==> config.mk <==
export PLATFORM = sky130hd
export DESIGN_NAME = exc_ctrl_flat
export DESIGN_NICKNAME = d
export VERILOG_FILES = /design/src/rtl/exc_ctrl_pkg.sv /design/src/rtl/exc_ctrl_if.sv /design/src/rtl/exc_ctrl_int_sync.sv /design/src/rtl/exc_ctrl.sv /design/src/flat_wrapper.sv
export SDC_FILE = /design/constraint.sdc
export NUM_CORES = 1
export LEC_CHECK = 0
export BUFFER_PORTS_ARGS = -buffer_cell sky130_fd_sc_hd__buf_2
export CORE_MARGIN = 3
export CORE_UTILIZATION = 45
export DETAILED_ROUTE_END_ITERATION = 6
export PLACE_DENSITY = 0.73
export SLEW_MARGIN = 5
export SYNTH_ARGS = -nofsm -noshare
export SYNTH_HDL_FRONTEND = slang
export SYNTH_SLANG_ARGS = --single-unit
==> constraint.sdc <==
create_clock -name clk -period 2.98 [get_ports clk]
set_input_delay 0.149 -clock clk [delete_from_list [all_inputs] [get_ports clk]]
set_output_delay 0.149 -clock clk [all_outputs]
set_load 0.02 [all_outputs]
==> src/rtl/exc_ctrl_pkg.sv <==
// Shared CP0 / exception definitions for the commit-stage exception controller.
// Optional timer behaviour in exc_ctrl is gated by the CP0_TIMER_EN macro.
package exc_ctrl_pkg;

    typedef enum logic [4:0] {
        CODE_INT = 5'd0,
        ADEL     = 5'd4,
        ADES     = 5'd5,
        SYS      = 5'd8,
        BP       = 5'd9,
        RI       = 5'd10,
        OV       = 5'd12
    } exc_code_t;

    // Source index -> ExcCode; index 0 is the highest priority request line.
    localparam logic [7:0][4:0] EXC_CODE_TBL = {ADES, ADEL, BP, SYS, OV, RI, ADEL, CODE_INT};

    localparam logic [4:0] CP0_BADVADDR = 5'd8;
    localparam logic [4:0] CP0_COUNT    = 5'd9;
    localparam logic [4:0] CP0_COMPARE  = 5'd11;
    localparam logic [4:0] CP0_STATUS   = 5'd12;
    localparam logic [4:0] CP0_CAUSE    = 5'd13;
    localparam logic [4:0] CP0_EPC      = 5'd14;

    typedef struct packed {
        logic [8:0] z31_23;
        logic       bev;
        logic [5:0] z21_16;
        logic [7:0] im;
        logic [5:0] z7_2;
        logic       exl;
        logic       ie;
    } status_t;

    typedef struct packed {
        logic        bd;
        logic        ti;
        logic [13:0] z29_16;
        logic [7:0]  ip;
        logic        z7;
        logic [4:0]  exc_code;
        logic [1:0]  z1_0;
    } cause_t;

    typedef enum logic {ST_RUN, ST_HOLD} exc_state_t;

endpackage

==> src/rtl/exc_ctrl_if.sv <==
// Commit-stage, CP0 access and redirect signals of the exception controller.
interface exc_ctrl_if #(parameter int N_SRC = 8);
    logic             commit_valid;
    logic [N_SRC-1:0] exc_req;
    logic [31:0]      exc_pc;
    logic [31:0]      exc_vaddr;
    logic             exc_in_ds;
    logic             eret;
    logic             cp0_we;
    logic [4:0]       cp0_waddr;
    logic [31:0]      cp0_wdata;
    logic [4:0]       cp0_raddr;
    logic [31:0]      cp0_rdata;
    logic             redirect_valid;
    logic [31:0]      redirect_pc;
    logic             redirect_ready;

    modport master (
        output commit_valid, exc_req, exc_pc, exc_vaddr, exc_in_ds, eret,
               cp0_we, cp0_waddr, cp0_wdata, cp0_raddr, redirect_ready,
        input  cp0_rdata, redirect_valid, redirect_pc
    );

    modport slave (
        input  commit_valid, exc_req, exc_pc, exc_vaddr, exc_in_ds, eret,
               cp0_we, cp0_waddr, cp0_wdata, cp0_raddr, redirect_ready,
        output cp0_rdata, redirect_valid, redirect_pc
    );
endinterface

==> src/rtl/exc_ctrl_int_sync.sv <==
// N_HWINT-wide, SYNC_STAGES-deep synchroniser for the asynchronous interrupt lines.
module exc_ctrl_int_sync #(
    parameter int N_HWINT     = 5,
    parameter int SYNC_STAGES = 2
) (
    input  logic               clk,
    input  logic               resetn,
    input  logic [N_HWINT-1:0] d,
    output logic [N_HWINT-1:0] q
);
    logic [SYNC_STAGES-1:0][N_HWINT-1:0] sync_q;

    always_ff @(posedge clk or negedge resetn) begin
        if (!resetn) begin
            sync_q <= '0;
        end else begin
            sync_q[0] <= d;
            for (int s = 1; s < SYNC_STAGES; s++) sync_q[s] <= sync_q[s-1];
        end
    end

    assign q = sync_q[SYNC_STAGES-1];
endmodule

==> src/rtl/exc_ctrl.sv <==
// Precise exception / interrupt controller at commit: owns CP0 state and a held redirect.
// Define CP0_TIMER_EN to enable the Count/Compare timer and timer_int.
module exc_ctrl
    import exc_ctrl_pkg::*;
#(
    parameter int          N_SRC       = 8,
    parameter int          N_HWINT     = 5,
    parameter int          SYNC_STAGES = 2,
    parameter logic [31:0] EXC_ENTRY   = 32'hBFC0_0380
) (
    input  logic               clk,
    input  logic               resetn,
    input  logic [N_HWINT-1:0] hw_int,
    output logic               timer_int,
    exc_ctrl_if.slave          bus
);
    exc_state_t  state, state_nxt;
    logic [7:0]  im;
    logic        exl, ie, bd, ti;
    logic [4:0]  code;
    logic [1:0]  ip_sw;
    logic [31:0] epc, badv, count, cmp, redirect_pc_q;
    logic [N_HWINT-1:0] hw_sync;
    logic [5:0]  hw_ip;
    logic [7:0]  ip;
    logic        src_any, int_pend, take, eret_go, cp0_wr;
    logic [2:0]  src_idx;
    logic [4:0]  exc_code;
    logic        unused_wdata;

    exc_ctrl_int_sync #(.N_HWINT(N_HWINT), .SYNC_STAGES(SYNC_STAGES)) u_sync (
        .clk(clk), .resetn(resetn), .d(hw_int), .q(hw_sync)
    );

    assign hw_ip    = 6'(hw_sync);
    assign ip       = {hw_ip[5] | ti, hw_ip[4:0], ip_sw};
    assign int_pend = (|(ip & im)) && ie && !exl;

    always_comb begin
        src_any = 1'b0;
        src_idx = '0;
        for (int i = N_SRC-1; i >= 0; i--) begin
            if (bus.exc_req[i]) begin
                src_any = 1'b1;
                src_idx = 3'(i);
            end
        end
    end

    // HOLD is wrong-path: no takes, erets or MTC0 until the redirect is accepted.
    assign take     = (state == ST_RUN) && bus.commit_valid && (int_pend || src_any);
    assign eret_go  = (state == ST_RUN) && bus.eret && !take;
    assign cp0_wr   = (state == ST_RUN) && bus.cp0_we && !take;
    assign exc_code = int_pend ? 5'(CODE_INT) : EXC_CODE_TBL[src_idx];

    always_ff @(posedge clk or negedge resetn) begin
        if (!resetn) state <= ST_RUN;
        else         state <= state_nxt;
    end

    always_comb begin
        state_nxt = state;
        case (state)
            ST_RUN:  if (take || eret_go)   state_nxt = ST_HOLD;
            ST_HOLD: if (bus.redirect_ready) state_nxt = ST_RUN;
            default: state_nxt = ST_RUN;
        endcase
    end

    assign bus.redirect_valid = (state == ST_HOLD);
    assign bus.redirect_pc    = redirect_pc_q;

    always_ff @(posedge clk or negedge resetn) begin
        if (!resetn) begin
            im <= '0; exl <= 1'b0; ie <= 1'b0;
            bd <= 1'b0; code <= '0; ip_sw <= '0;
            epc <= '0; badv <= '0; cmp <= '0; redirect_pc_q <= '0;
        end else begin
            if (cp0_wr) begin
                case (bus.cp0_waddr)
                    CP0_STATUS: begin
                        im  <= bus.cp0_wdata[15:8];
                        exl <= bus.cp0_wdata[1];
                        ie  <= bus.cp0_wdata[0];
                    end
                    CP0_CAUSE:   ip_sw <= bus.cp0_wdata[9:8];
                    CP0_EPC:     epc   <= bus.cp0_wdata;
                    CP0_COMPARE: cmp   <= bus.cp0_wdata;
                    default: ;
                endcase
            end
            if (take) begin
                // A nested exception keeps the original return context.
                if (!exl) begin
                    epc <= bus.exc_in_ds ? bus.exc_pc - 32'd4 : bus.exc_pc;
                    bd  <= bus.exc_in_ds;
                end
                code <= exc_code;
                exl  <= 1'b1;
                if (exc_code == ADEL || exc_code == ADES) badv <= bus.exc_vaddr;
                redirect_pc_q <= EXC_ENTRY;
            end else if (eret_go) begin
                exl           <= 1'b0;
                redirect_pc_q <= epc;
            end
        end
    end

`ifdef CP0_TIMER_EN
    logic tick;

    always_ff @(posedge clk or negedge resetn) begin
        if (!resetn) begin
            count <= '0; tick <= 1'b0; ti <= 1'b0;
        end else begin
            tick <= ~tick;
            if (cp0_wr && bus.cp0_waddr == CP0_COUNT) begin
                count <= bus.cp0_wdata;
            end else if (tick) begin
                count <= count + 32'd1;
                if (count + 32'd1 == cmp) ti <= 1'b1;
            end
            if (cp0_wr && bus.cp0_waddr == CP0_COMPARE) ti <= 1'b0;
        end
    end
`else
    always_ff @(posedge clk or negedge resetn) begin
        if (!resetn)                                     count <= '0;
        else if (cp0_wr && bus.cp0_waddr == CP0_COUNT) count <= bus.cp0_wdata;
    end
    assign ti = 1'b0;
`endif

    assign timer_int    = ti;
    assign unused_wdata = ^bus.cp0_wdata;

    always_comb begin
        status_t sr;
        cause_t  cr;
        sr = '0; sr.bev = 1'b1; sr.im = im; sr.exl = exl; sr.ie = ie;
        cr = '0; cr.bd = bd; cr.ti = ti; cr.ip = ip; cr.exc_code = code;
        bus.cp0_rdata = '0;
        case (bus.cp0_raddr)
            CP0_STATUS:   bus.cp0_rdata = sr;
            CP0_CAUSE:    bus.cp0_rdata = cr;
            CP0_EPC:      bus.cp0_rdata = epc;
            CP0_BADVADDR: bus.cp0_rdata = badv;
            CP0_COUNT:    bus.cp0_rdata = count;
            CP0_COMPARE:  bus.cp0_rdata = cmp;
            default: ;
        endcase
    end
endmodule

==> src/flat_wrapper.sv <==
// flat-port wrapper written by rule: the top's interface ports become plain ports
module exc_ctrl_flat import exc_ctrl_pkg::*;
#(
    parameter int          N_SRC       = 8,
    parameter int          N_HWINT     = 5,
    parameter int          SYNC_STAGES = 2,
    parameter logic [31:0] EXC_ENTRY   = 32'hBFC0_0380
)
  (clk, resetn, hw_int, timer_int, bus_commit_valid, bus_exc_req, bus_exc_pc, bus_exc_vaddr, bus_exc_in_ds, bus_eret, bus_cp0_we, bus_cp0_waddr, bus_cp0_wdata, bus_cp0_raddr, bus_redirect_ready, bus_cp0_rdata, bus_redirect_valid, bus_redirect_pc);
  exc_ctrl_if #(.N_SRC(N_SRC)) bus_i ();
  input  logic clk;
  input  logic resetn;
  input  logic [N_HWINT-1:0] hw_int;
  output logic timer_int;
  input wire logic [$bits(bus_i.commit_valid)-1:0] bus_commit_valid;
  input wire logic [$bits(bus_i.exc_req)-1:0] bus_exc_req;
  input wire logic [$bits(bus_i.exc_pc)-1:0] bus_exc_pc;
  input wire logic [$bits(bus_i.exc_vaddr)-1:0] bus_exc_vaddr;
  input wire logic [$bits(bus_i.exc_in_ds)-1:0] bus_exc_in_ds;
  input wire logic [$bits(bus_i.eret)-1:0] bus_eret;
  input wire logic [$bits(bus_i.cp0_we)-1:0] bus_cp0_we;
  input wire logic [$bits(bus_i.cp0_waddr)-1:0] bus_cp0_waddr;
  input wire logic [$bits(bus_i.cp0_wdata)-1:0] bus_cp0_wdata;
  input wire logic [$bits(bus_i.cp0_raddr)-1:0] bus_cp0_raddr;
  input wire logic [$bits(bus_i.redirect_ready)-1:0] bus_redirect_ready;
  output wire logic [$bits(bus_i.cp0_rdata)-1:0] bus_cp0_rdata;
  output wire logic [$bits(bus_i.redirect_valid)-1:0] bus_redirect_valid;
  output wire logic [$bits(bus_i.redirect_pc)-1:0] bus_redirect_pc;
  assign bus_i.commit_valid = bus_commit_valid;
  assign bus_i.exc_req = bus_exc_req;
  assign bus_i.exc_pc = bus_exc_pc;
  assign bus_i.exc_vaddr = bus_exc_vaddr;
  assign bus_i.exc_in_ds = bus_exc_in_ds;
  assign bus_i.eret = bus_eret;
  assign bus_i.cp0_we = bus_cp0_we;
  assign bus_i.cp0_waddr = bus_cp0_waddr;
  assign bus_i.cp0_wdata = bus_cp0_wdata;
  assign bus_i.cp0_raddr = bus_cp0_raddr;
  assign bus_i.redirect_ready = bus_redirect_ready;
  assign bus_cp0_rdata = bus_i.cp0_rdata;
  assign bus_redirect_valid = bus_i.redirect_valid;
  assign bus_redirect_pc = bus_i.redirect_pc;
  exc_ctrl #(.N_SRC(N_SRC), .N_HWINT(N_HWINT), .SYNC_STAGES(SYNC_STAGES), .EXC_ENTRY(EXC_ENTRY)) u_core (.clk(clk), .resetn(resetn), .hw_int(hw_int), .timer_int(timer_int), .bus(bus_i));
endmodule
=== Word-level counts from Yosys, hierarchy flattened ===
Memories as Yosys holds them, arrays and structs flattened.
Index checks and enable logic that the tools add are counted.
W data, S select, Z words.

* Add/subtract/negate cells: 1
* Multipliers: 0
* Div/mod/pow operators: 0
* Magnitude comparators: 1
* Equal/unequal tests: 13
* Shift operators: 0
* Muxes and demuxes: 33
* Bitwise operators: 3
* Reductions and logical operators: 24

{| class="wikitable"
|+ Operators with widths
! kind !! count
|-
| $mux W32 || 7
|-
| $pmux W32 S6 || 1
|-
| $eq A5 B4 Y1 const B || 11
|-
| $sub A32 B3 Y32 const B || 1
|-
| $mux W3 || 8
|-
| $mux W1 || 14
|-
| $reduce_and A2 Y1 || 6
|-
| $eq A5 B3 Y1 const B || 2
|-
| $mux W5 || 2
|-
| $logic_and A1 B1 Y1 || 9
|-
| $and A7 B8 Y8 || 1
|-
| $reduce_or A8 Y1 || 1
|-
| $reduce_bool A3 Y1 || 2
|-
| $lt A3 B4 Y1 const B || 1
|-
| $logic_or A1 B1 Y1 || 3
|-
| $logic_not A1 Y1 || 2
|-
| $not A1 Y1 || 2
|-
| $pmux W1 S2 || 1
|-
| $reduce_bool A2 Y1 || 1
|}

* Flip-flop bits (word level): 189
* Latch bits: 0
* Bits in writable memories: 0
* Memory bits (read-only): 40
* Bits of input ports: 126
* Output and inout port bits: 66
* Word-level logic and storage cells: 90
* Memories kept: 1

{| class="wikitable"
|+ Memories
! memory !! depth !! width !! rd ports !! clocked after memory_dff !! wr ports !! line !! source
|-
| (name not given) || 8 || 5 || 1 || 0 || 0 || exc_ctrl.sv:54 || <nowiki>assign exc_code = int_pend ? 5'(CODE_INT) : EXC_CODE_TBL[src_idx];</nowiki>
|}

=== Longest topological paths before layout ===
Gate-level depths: netlist of run 1.

* Depth after elaboration: 15
* Mapped depth: 8
* Depth with buffers taken out: 7

=== Cells and area by module ===
From an unflattened synthesis of run 1, not the netlist that was laid out.

* Cells, all modules: 769
* Area total of the unflattened synthesis: 8908.5 um2

{| class="wikitable"
|+ Modules (own cells, without submodules)
! module !! instances !! cells an instance !! area an instance (um2) !! sequential area each (um2)
|-
| exc_ctrl || 1 || 754 || 8620.8 || 4454.3
|-
| exc_ctrl_int_sync || 1 || 15 || 287.8 || 250.2
|}

=== Worst setup path after synthesis of run 1 ===
Ideal clock, no wire load.

* Path type: register to register
* Start point: register u_core.im[2]
* End point: register u_core.count[10]
* Data arrival time: 2216 ps
* Data required time: 2852 ps
* Path slack: 637 ps
* Stages on the path, launching flop included: 8
* Buffers on the path: 2
* Period minus slack after synthesis: 2343 ps
* Cell sequence: dfrtp_1 > a222oi_1 > a31oi_1 > a21o_1 > or3_1 > buf_2 > buf_6 > mux2_1

* Word-level cells in the longest chain between the ends: 9

{| class="wikitable"
|+ Ends and longest elaborated chain
! element !! line !! source
|-
| start, declared || exc_ctrl.sv:18 || <nowiki>logic [7:0] im;</nowiki>
|-
| start signal, assigned || exc_ctrl.sv:82 || <nowiki>im <= bus.cp0_wdata[15:8];</nowiki>
|-
| $and A7 B8 Y8 || exc_ctrl.sv:37 || <nowiki>assign int_pend = (|(ip & im)) && ie && !exl;</nowiki>
|-
| $reduce_or A8 Y1 || exc_ctrl.sv:37 ||
|-
| $logic_and A1 B1 Y1 (2 in series) || exc_ctrl.sv:37 ||
|-
| $logic_or A1 B1 Y1 || exc_ctrl.sv:51 || <nowiki>assign take = (state == ST_RUN) && bus.commit_valid && (int_pend || src_any);</nowiki>
|-
| $logic_and A1 B1 Y1 || exc_ctrl.sv:51 ||
|-
| $logic_not A1 Y1 || exc_ctrl.sv:53 || <nowiki>assign cp0_wr = (state == ST_RUN) && bus.cp0_we && !take;</nowiki>
|-
| $logic_and A1 B1 Y1 || exc_ctrl.sv:53 ||
|-
| $logic_and A1 B1 Y1 || exc_ctrl.sv:129 || <nowiki>else if (cp0_wr && bus.cp0_waddr == CP0_COUNT) count <= bus.cp0_wdata;</nowiki>
|-
| end signal, assigned || exc_ctrl.sv:129 ||
|-
| end, declared || exc_ctrl.sv:22 || <nowiki>logic [31:0] epc, badv, count, cmp, redirect_pc_q;</nowiki>
|}

No other way between the ends.
A chain may end at the register's enable or synchronous reset.

=== Worst setup path after layout of run 1 ===
* Start point: register u_core.exl
* End point: register u_core.epc[2]

* Word-level cells in the longest chain between the ends: 9

{| class="wikitable"
|+ Ends and longest elaborated chain
! element !! line !! source
|-
| start, declared || exc_ctrl.sv:19 || <nowiki>logic exl, ie, bd, ti;</nowiki>
|-
| start signal, assigned || exc_ctrl.sv:83 || <nowiki>exl <= bus.cp0_wdata[1];</nowiki>
|-
| $logic_not A1 Y1 || exc_ctrl.sv:37 ||
|-
| $logic_and A1 B1 Y1 || exc_ctrl.sv:37 ||
|-
| $logic_or A1 B1 Y1 || exc_ctrl.sv:51 ||
|-
| $logic_and A1 B1 Y1 || exc_ctrl.sv:51 ||
|-
| $logic_not A1 Y1 || exc_ctrl.sv:53 ||
|-
| $logic_and A1 B1 Y1 || exc_ctrl.sv:53 ||
|-
| $mux W32 || exc_ctrl.sv:79 || <nowiki>if (cp0_wr) begin</nowiki>
|-
| $mux W32 || exc_ctrl.sv:94 || <nowiki>if (!exl) begin</nowiki>
|-
| $mux W32 * || exc_ctrl.sv:92 || <nowiki>if (take) begin</nowiki>
|-
| end signal, assigned || exc_ctrl.sv:87 || <nowiki>CP0_EPC: epc <= bus.cp0_wdata;</nowiki>
|-
| end signal, assigned || exc_ctrl.sv:95 || <nowiki>epc <= bus.exc_in_ds ? bus.exc_pc - 32'd4 : bus.exc_pc;</nowiki>
|-
| end, declared || exc_ctrl.sv:22 ||
|}

Mark *: on every way between the ends. The rest lies on a longest branch, timed or not.

==> results of run 1 <==
==> worst min-delay path by stage <==
stage | endpoint | cells past startpoint | from
after detailed placement | u_core.u_sync.sync_q[2] | 1 | resetn
after floorplan | u_core.badv[0] | 0 | resetn
final | u_core.count[0] | 2 | bus_cp0_wdata[0]
after CTS | u_core.bus.redirect_valid | 3 | bus_redirect_ready
after global placement | u_core.u_sync.sync_q[0] | 1 | resetn
after global routing | u_core.bus.redirect_valid | 3 | bus_redirect_ready
==> cell type report <==
type	instances	area, sq um
multi-input combinational	557	4020
clock buffer	21	440
inverter	4	15.0
tap	260	325
fill	1567	7570
clock inverter	10	143
sequential	188	4700
antenna	1	2.50
timing repair buffer	285	1860
==> per-layer routing <==
| layer | share of wire | up-vias | GRT usage |
|---|---|---|---|
| met2 | 0.47 | 375 | 0.402 |
| met5 | 0 | - | 0 |
| met3 | 0.081 | 39 | 0.0534 |
| met4 | 0.018 | 0 | 0.0720 |
| li1 | - | 3416 | - |
| met1 | 0.43 | 3808 | 0.367 |
==> where the power goes <==
group / internal [uW] / leakage, uW / switching [uW]
combinational: 970 / 0.00291 / 1140
sequential: 3390 / 0.00235 / 682
clock: 1320 / 0.000270 / 974
==> cells by family after synthesis <==
group / Yosys count / synth area share
adders and majority gates: 1 / 0.00140
and+or+nand+nor: 239 / 0.123
other: 1 / 0.000420
AOI/OAI and AO/OA: 172 / 0.134
xor gates and xnor gates: 27 / 0.0265
DFF: 188 / 0.527
muxes: 117 / 0.158
buffers and inverters: 58 / 0.0295
==> synthesized netlist by cell type (all sizes together), types with 2 or more instances <==
library cell | instances | area [sq um]
a211oi | 2 | 25.0
a21oi | 52 | 260
a222oi | 10 | 100
a22oi | 86 | 646
a31oi | 5 | 31.3
a32o | 2 | 20.0
buf | 14 | 97.6
clkbuf | 40 | 150
dfrtp | 188 | 4700
inv | 4 | 15.0
mux2 | 107 | 1310
mux2i | 10 | 100
nand2 | 134 | 503
nand2b | 8 | 50.1
nand3 | 24 | 120
nand3b | 2 | 15.0
nor2 | 22 | 82.6
nor2b | 2 | 12.5
nor3 | 13 | 65.1
nor3b | 3 | 22.5
nor4 | 11 | 68.8
nor4b | 2 | 17.5
o21ai | 6 | 30.0
or2 | 2 | 12.5
or3 | 6 | 37.5
or3b | 2 | 17.5
xnor2 | 20 | 175
xor2 | 7 | 61.3
==> critical path: stages, from the launching register on <==
cell,delay [ns]
dfrtp_1,0.47
nand2b_1,0.20
a31oi_1,0.32
buf_4,0.28
a211o_1,0.91
nand2_1,0.15
a22oi_1,0.21
==> registers in the layout, summed over array words and instances (netlist names) <==
signal                     flops
u_core.badv                   32
u_core.bus.redirect_pc        32
u_core.cmp                    32
u_core.count                  32
u_core.epc                    32
u_core.im                      8
u_core.u_sync.q                5
u_core.u_sync.sync_q           5
u_core.code                    4
u_core.ip_sw                   2
u_core.bd                      1
u_core.bus.redirect_valid      1
u_core.exl                     1
u_core.ie                      1
==> stage by stage <==
step	setup slack (ns)	cells	hold slack, ns
after floorplan	0.637	803	-0.147
after global placement	0.500	1228	0.204
after detailed placement	0.446	1228	0.199
after CTS	0.399	1325	0.00343
after global routing	0.221	1326	0.00467
final	0.338	1326	0.0160
==> flow_summary.toml, run 1 <==
[floorplan]
die_w_microns = 147
core_sq_um = 19100
design.portCount = 192
die_area_sq_um = 21500
die_y_microns = 147
rows = 50
start_util = 0.467

[timing]
rsz0062_at_grt = "false"
hold_viol_final = 0
worst_pin_slew_ns = 1.17
fmax_ghz = 0.379
layout_min_cycle_time_ns = 2.64
maxSlewHeadroom = 0.217
tns_ns = 0
finalClockSkew_ns = 0.00841
setup_viol = 0
finalCritPeriodShare = 0.886
maxSlewViolCount = 0

[grt]
grt_use_total = 0.257
grt_pass1_vias = 7762
grt_pass1_wl_microns = 43400
overflow = 0
antenna_found_initial = 1
grt_max_degree = 70

[cts]
cts.path.max_buffers = 2
clockRootBuffer = "clkbuf_16"
cts_tree = "yes"
postCtsHoldBufs = 66
htree_levels = 4
cts_buffers = 17
post_cts_resized = 0
cts_setup_buffers = 0
clk_pin_slew_ns = 0.07
cts_sinks = 188
clkLatencyLatePin_ns = 0.43

[synthesis]
synth-seq-cells = 188
synth_enable_flop_cells = 0
async_flop_share = 1.00
syn_area_per_cell_sq_um = 11.1
ys_types = 52
syn_inst = 803
syn-num-nets = 930
ys.flop_type = "dfrtp_1"
yosysSeqAreaShare = 0.527
synthesis.area_sq_um = 8920
yosys_warnings = 0

[cells_and_area]
final_cell_mix = "buf_2 (189), dfrtp_1 (188), nand2_1 (134), a22oi_1 (86), dlygate4sd3_1 (66)"
drive_above_1_share = 0.315
layout.nets = 1180
area_delta_synth_final_pct = 29.0
fin_area_sq_um = 11500
layout_commonest_cell = "buf_2"
fin_util = 0.603

[min_path]
hold_class = "input port to flop"

[routing]
routedWlPerCell_microns = 20.7
drc = 0
wirelength_microns = 27500
initialDrtViolationCount = 609
via_per_inst = 5.76
via_count = 7638
ant_nets = 0
drtPass1Iterations = 6

[job]
drv_cap = 0

[place]
placed_cell_area_sq_um = 10300
port_buffers = 190
dpl.hpwl_microns = 18900
routabilityCongestion = 0.826

[worst_setup_path]
cp.required_ns = 3.31
r2r_end = "u_core.epc[2]"
ff2ff_setup_slack_ns = 0.34
path_max_fanout = 27
rr_worst_depth = 6
endpoint = "u_core.epc[2]"
crit_arrival_ns = 2.97
regToRegStartpoint = "u_core.exl"
start_kind = "flop"
setup.worst_path.start = "u_core.exl"
crit_type = "flop to flop"
critPathCaptureType = "flop"

[power_and_ir_drop]
total_power_uw = 8480
powerDensity_nw_per_um2 = 736
ir_drop_uv = 440
p_leak_uw = 0.00552

[outcome]
status = "completed"
Note: power is estimated with default switching activity, not from simulation.
==> run 2: changes to the inputs <==
Settings changed: SETUP_SLACK_MARGIN set to 0.5.
==> run 2 against run 1 <==
First-iteration DRC count down 11%. Register-to-register slack improved by 0.16 ns. Critical path type unchanged. Clock-buffer cell count did not move. Critical endpoint is now u_core.cmp[27].
==> flow_summary.toml, run 2 (synthesis results as in run 1) <==
[grt]
overflow = 0
grt_max_degree = 70
grt_use_total = 0.257
grt_pass1_wl_microns = 43500
grt_pass1_vias = 7765
antenna_found_initial = 1

[outcome]
status = "completed"

[power_and_ir_drop]
p_leak_uw = 0.00566
powerDensity_nw_per_um2 = 728
ir_drop_uv = 441

[cts]
cts.path.max_buffers = 2
htree_levels = 4
clkLatencyLatePin_ns = 0.43
clockRootBuffer = "clkbuf_16"
cts_sinks = 188
clk_pin_slew_ns = 0.07
cts_tree = "yes"
cts_buffers = 17

[floorplan]
die_w_microns = 147
start_util = 0.467
core_sq_um = 19100
die_area_sq_um = 21500
die_y_microns = 147
rows = 50
design.portCount = 192

[timing]
worst_pin_slew_ns = 1.17
fmax_ghz = 0.404
layout_min_cycle_time_ns = 2.48
tns_ns = 0
finalClockSkew_ns = 0.00877
maxSlewViolCount = 0
hold_viol_final = 0
rsz0062_at_grt = "true"
holdWs_ns = 0.0144
finalCritPeriodShare = 0.832
maxSlewHeadroom = 0.216
setup_viol = 0
fin_ws_ns = 0.502

[routing]
drc = 0
via_count = 7704
wirelength_microns = 28100
initialDrtViolationCount = 541
ant_nets = 0
routedWlPerCell_microns = 21.1
drtPass1Iterations = 5
via_per_inst = 5.78

[cells_and_area]
fin_util = 0.615
final_cell_mix = "buf_2 (189), dfrtp_1 (188), nand2_1 (134), a22oi_1 (86), dlygate4sd3_1 (66)"
layout_commonest_cell = "buf_2"
layout.nets = 1187
area_delta_synth_final_pct = 31.6
drive_above_1_share = 0.337

[place]
dpl.hpwl_microns = 18900
routabilityCongestion = 0.826
place_ws_ns = 0.446
port_buffers = 190

[worst_setup_path]
crit_arrival_ns = 2.78
path_max_fanout = 15
start_kind = "flop"
crit_type = "flop to flop"
critPathCaptureType = "flop"
cp.required_ns = 3.29

[job]
drv_cap = 0

[min_path]
hold_class = "input port to flop"
-- run 2: metal layers --
metal / track usage / routed length (microns) / up-vias
met5: 0 / 0 / -
met4: 0.0720 / 420 / 0
met3: 0.0534 / 2130 / 37
met2: 0.402 / 13200 / 355
met1: 0.367 / 12300 / 3880
li1: - / - / 3432
-- run 2: final timing paths --
path	start	slack, ns	depth (start not counted)	endpoint
worst max-delay path	u_core.im[2]	0.50	7	u_core.cmp[27]
worst min-delay path	bus_cp0_wdata[0]	0.01	2	u_core.count[0]
worst max register to register	u_core.im[2]	0.50	7	u_core.cmp[27]
worst min register to register	u_core.u_sync.sync_q[0]	0.35	0	u_core.u_sync.q[0]
max in group asynchronous	resetn	1.82	3	u_core.count[20]
min in group asynchronous	resetn	0.28	2	u_core.cmp[14]
-- run 2: worst max-delay path: stages (launching register included) --
cell	delay [ns]
dfrtp_1	0.39
a222oi_1	0.46
a31oi_2	0.21
a21o_1	0.24
buf_6	0.13
or3_4	0.41
buf_12	0.19
mux2_1	0.32
-- run 2: cell type report --
cell class	count	area (sq um)
fill	1537	7340
sequential	188	4700
multi-input combinational	557	4090
timing repair buffer	292	2020
clock buffer	21	440
tap	260	325
clock inverter	10	143
inverter	4	15.0
antenna	1	2.50
-- run 2: where the power goes --
| part | switching [uW] | internal [uW] |
|---|---|---|
| logic | 1160 | 1020 |
| clock network | 976 | 1320 |
| registers | 682 | 3390 |
| total | 2820 | 5720 |
-- run 2: what timing repair did --
item,in CTS,in global routing
resized for setup,4,27
hold buffers,66,0
buffers inserted,0,4
gates cloned,0,3
endpoints found under the hold margin,149,0
setup endpoints to repair,79,62
pin swaps,2,4
-- run 2: stage by stage --
stage                     area [sq um]  power, uW  std cells
after global placement           10300       6050       1228
final                            11700       8540       1333
after floorplan                   8920       5170        803
after global routing             11700       8960       1333
after CTS                        11500       8500       1325
after detailed placement         10300       6130       1228
==> run 3: changes to the inputs <==
Settings changed: ABC_AREA set to 1, PLACE_DENSITY 0.73 to 0.75.
Clock period 2.98 ns to 2 ns, I/O delays scaled along.
==> run 3 against run 2 <==
Total power is 72% higher. Area after synthesis is 8.5% higher. Clock power is 62% higher. Hold slack worse by 0.0014 ns. Largest power group unchanged. Synthesized cell count is 59% higher. Critical endpoint is now u_core.exl. Cell count is 39% higher. Largest cell class unchanged.
==> flow_summary.toml, run 3 <==
[floorplan]
die_area_sq_um = 23300
rows = 53
design.portCount = 192
start_util = 0.459
core_sq_um = 21100
die_y_microns = 153
die_w_microns = 153

[grt]
grt_max_degree = 65
grt_pass1_vias = 9851
grt_pass1_wl_microns = 53300
grt_use_total = 0.287
antenna_found_initial = 0
overflow = 0

[timing]
setup_viol = 0
fmax_ghz = 0.544
finalCritPeriodShare = 0.919
hold_viol_final = 0
rsz0062_at_grt = "true"
worst_pin_slew_ns = 0.577
maxSlewHeadroom = 0.616
layout_min_cycle_time_ns = 1.84
tns_ns = 0
maxSlewViolCount = 0
finalClockSkew_ns = 0.0146

[routing]
via_per_inst = 5.82
drtPass1Iterations = 6
routedWlPerCell_microns = 20.0
initialDrtViolationCount = 1542
via_count = 10800
wirelength_microns = 37000
drc = 0
ant_nets = 0

[worst_setup_path]
path_buf_inv = 1
crit_arrival_ns = 2.14
path_delay_family = "simple AND/OR/NAND/NOR gates"
path_max_fanout = 20
critPathMaxStageDelay_ns = 0.41
critPathCaptureType = "flop"
crit_path_cell_trace = "nand2_1 -> nand2_1 -> nor2_1 -> nand2_2 -> nand2_4 -> nand2_8 -> nand2_8 -> nand3_1 -> buf_6 -> nand3_1 -> o211ai_1"
cp.required_ns = 2.31
slowest_stage = "dfrtp_1"
start_kind = "flop"
crit_type = "flop to flop"

[cells_and_area]
final_cell_mix = "nand2_1 (373), dfrtp_1 (188), buf_2 (170), inv_1 (124), nand3_1 (107)"
fill_cells = 1627
layout.nets = 1694
area_delta_synth_final_pct = 39.5
layout_commonest_cell = "nand2_1"
antenna_cells = 0
drive_above_1_share = 0.260

[synthesis]
ys.flop_type = "dfrtp_1"
yosysSeqAreaShare = 0.486
syn_inst = 1274
synth_enable_flop_cells = 0
synth_area_leaders = "dfrtp_1 (49%), nand2_1 (15%), nand3_1 (6.0%)"
syn-num-nets = 1401
yosysTopAreaCell = "dfrtp_1"
syn_area_per_cell_sq_um = 7.60
yosys_warnings = 0
synth_most_common_cell = "nand2_1"
synth_top_area_frac = 0.486
synthesis.area_sq_um = 9680
synth_common_cells = "nand2_1 (388), dfrtp_1 (188), inv_1 (144), nand3_1 (117), o21ai_1 (89)"
synth-seq-cells = 188
ys_types = 35
async_flop_share = 1.00

[place]
dpl.hpwl_microns = 22700
routabilityCongestion = 0.979
port_buffers = 190

[min_path]
hold_class = "input port to flop"

[cts]
clkLatencyLatePin_ns = 0.45
cts_sinks = 188
cts_buffers = 17
clk_pin_slew_ns = 0.07
cts_tree = "yes"
clockRootBuffer = "clkbuf_16"
htree_levels = 4
cts.path.max_buffers = 2

[power_and_ir_drop]
combPwrFrac = 0.349
powerDensity_nw_per_um2 = 1090
pwr-share-seq = 0.400
internal_power_uw = 9150
power.switching_uw = 5570
clkPwrFrac = 0.252
p_leak_uw = 0.00679
swShare = 0.379
ir_drop_uv = 587
total_power_uw = 14700

[job]
drv_cap = 0

[outcome]
status = "completed"
## run 3: cell count changes in the layout (fill, tap and decap cells not counted), sizes merged, moves of 47 or more
cell | previous run | this run
a22oi | 86 | 0
buf | 222 | 269
inv | 5 | 152
mux2 | 107 | 0
nand2 | 134 | 394
nand3 | 24 | 122
nand4 | 1 | 68
o21ai | 6 | 142
## run 3: final cells by class
class | count | area, sq um | area share
inverters | 148 | 576 | 0.0426
repair buffers | 340 | 2730 | 0.202
clock buffers | 20 | 457 | 0.0338
clock inverters | 11 | 180 | 0.0133
well taps | 275 | 344 | 0.0255
multi-input cells | 872 | 4520 | 0.334
flip-flops and latches | 188 | 4700 | 0.348
## run 3: cells by family after synthesis
kind of cell / synth area share
adders and majority gates: 0.00129
buffers and inverters: 0.0923
AOI/OAI and AO/OA: 0.109
DFF: 0.486
xor gates and xnor gates: 0.00633
other: 0.000387
and+or+nand+nor: 0.305
## run 3: timing repair
action,CTS,global route
gates cloned,5,8
pin swaps,28,35
endpoints found under the hold margin,140,0
hold buffers,66,0
gates resized for setup,91,83
setup buffers,24,17
endpoints found under the setup margin,209,210
## run 3: power by group through the flow
| stage | Combinational, uW | Clock (uW) | Sequential [uW] |
|---|---|---|---|
| global placement | 3830 | 0 | 5770 |
| global route | 5530 | 3870 | 5970 |
| floorplan | 2110 | 0 | 5970 |
| finish | 5140 | 3700 | 5880 |
| detailed placement | 3920 | 0 | 5780 |
| CTS | 4510 | 3690 | 5770 |
## run 3: worst paths after layout
check                      slack (ns)               startpoint  cells after the start                         to
max reg2reg                      0.16             u_core.im[1]                     11                 u_core.exl
min reg2reg                      0.36  u_core.u_sync.sync_q[4]                      0         u_core.u_sync.q[4]
max in group asynchronous        1.10                   resetn                      3            u_core.badv[22]
max                              0.16             u_core.im[1]                     11                 u_core.exl
min                              0.01            bus_exc_pc[3]                      5              u_core.epc[3]
min in group asynchronous        0.20                   resetn                      2  u_core.bus.redirect_valid
## run 3: worst register-to-register path: cells and delay by family (launching register included)
family | cells | cell delay (ns)
AND/OR/NAND/NOR | 9 | 0.95
flip-flops | 1 | 0.41
buffers and inverters | 1 | 0.20
AO/OA/AOI/OAI | 1 | 0.13
## run 3: metrics by stage
stage | util | std cells | worst slack (ns) | hold slack, ns | instance area [sq um]
after floorplan | - | 1274 | 0.507 | -0.196 | 9730
after global placement | 0.527 | 1703 | 0.153 | 0.117 | 11100
after detailed placement | 0.527 | 1703 | 0.117 | 0.122 | 11100
after CTS | 0.612 | 1829 | 0.284 | 0.000428 | 12900
after global routing | 0.641 | 1854 | 0.0997 | 0.0162 | 13500
final | 0.641 | 1854 | 0.162 | 0.0130 | 13500
## run 3: layer usage
metal,vias up,GRT usage,part of all wire
li1,4776,-,-
met1,5034,0.399,0.38
met2,810,0.438,0.45
met3,168,0.0645,0.12
met4,0,0.115,0.052
met5,-,0,0
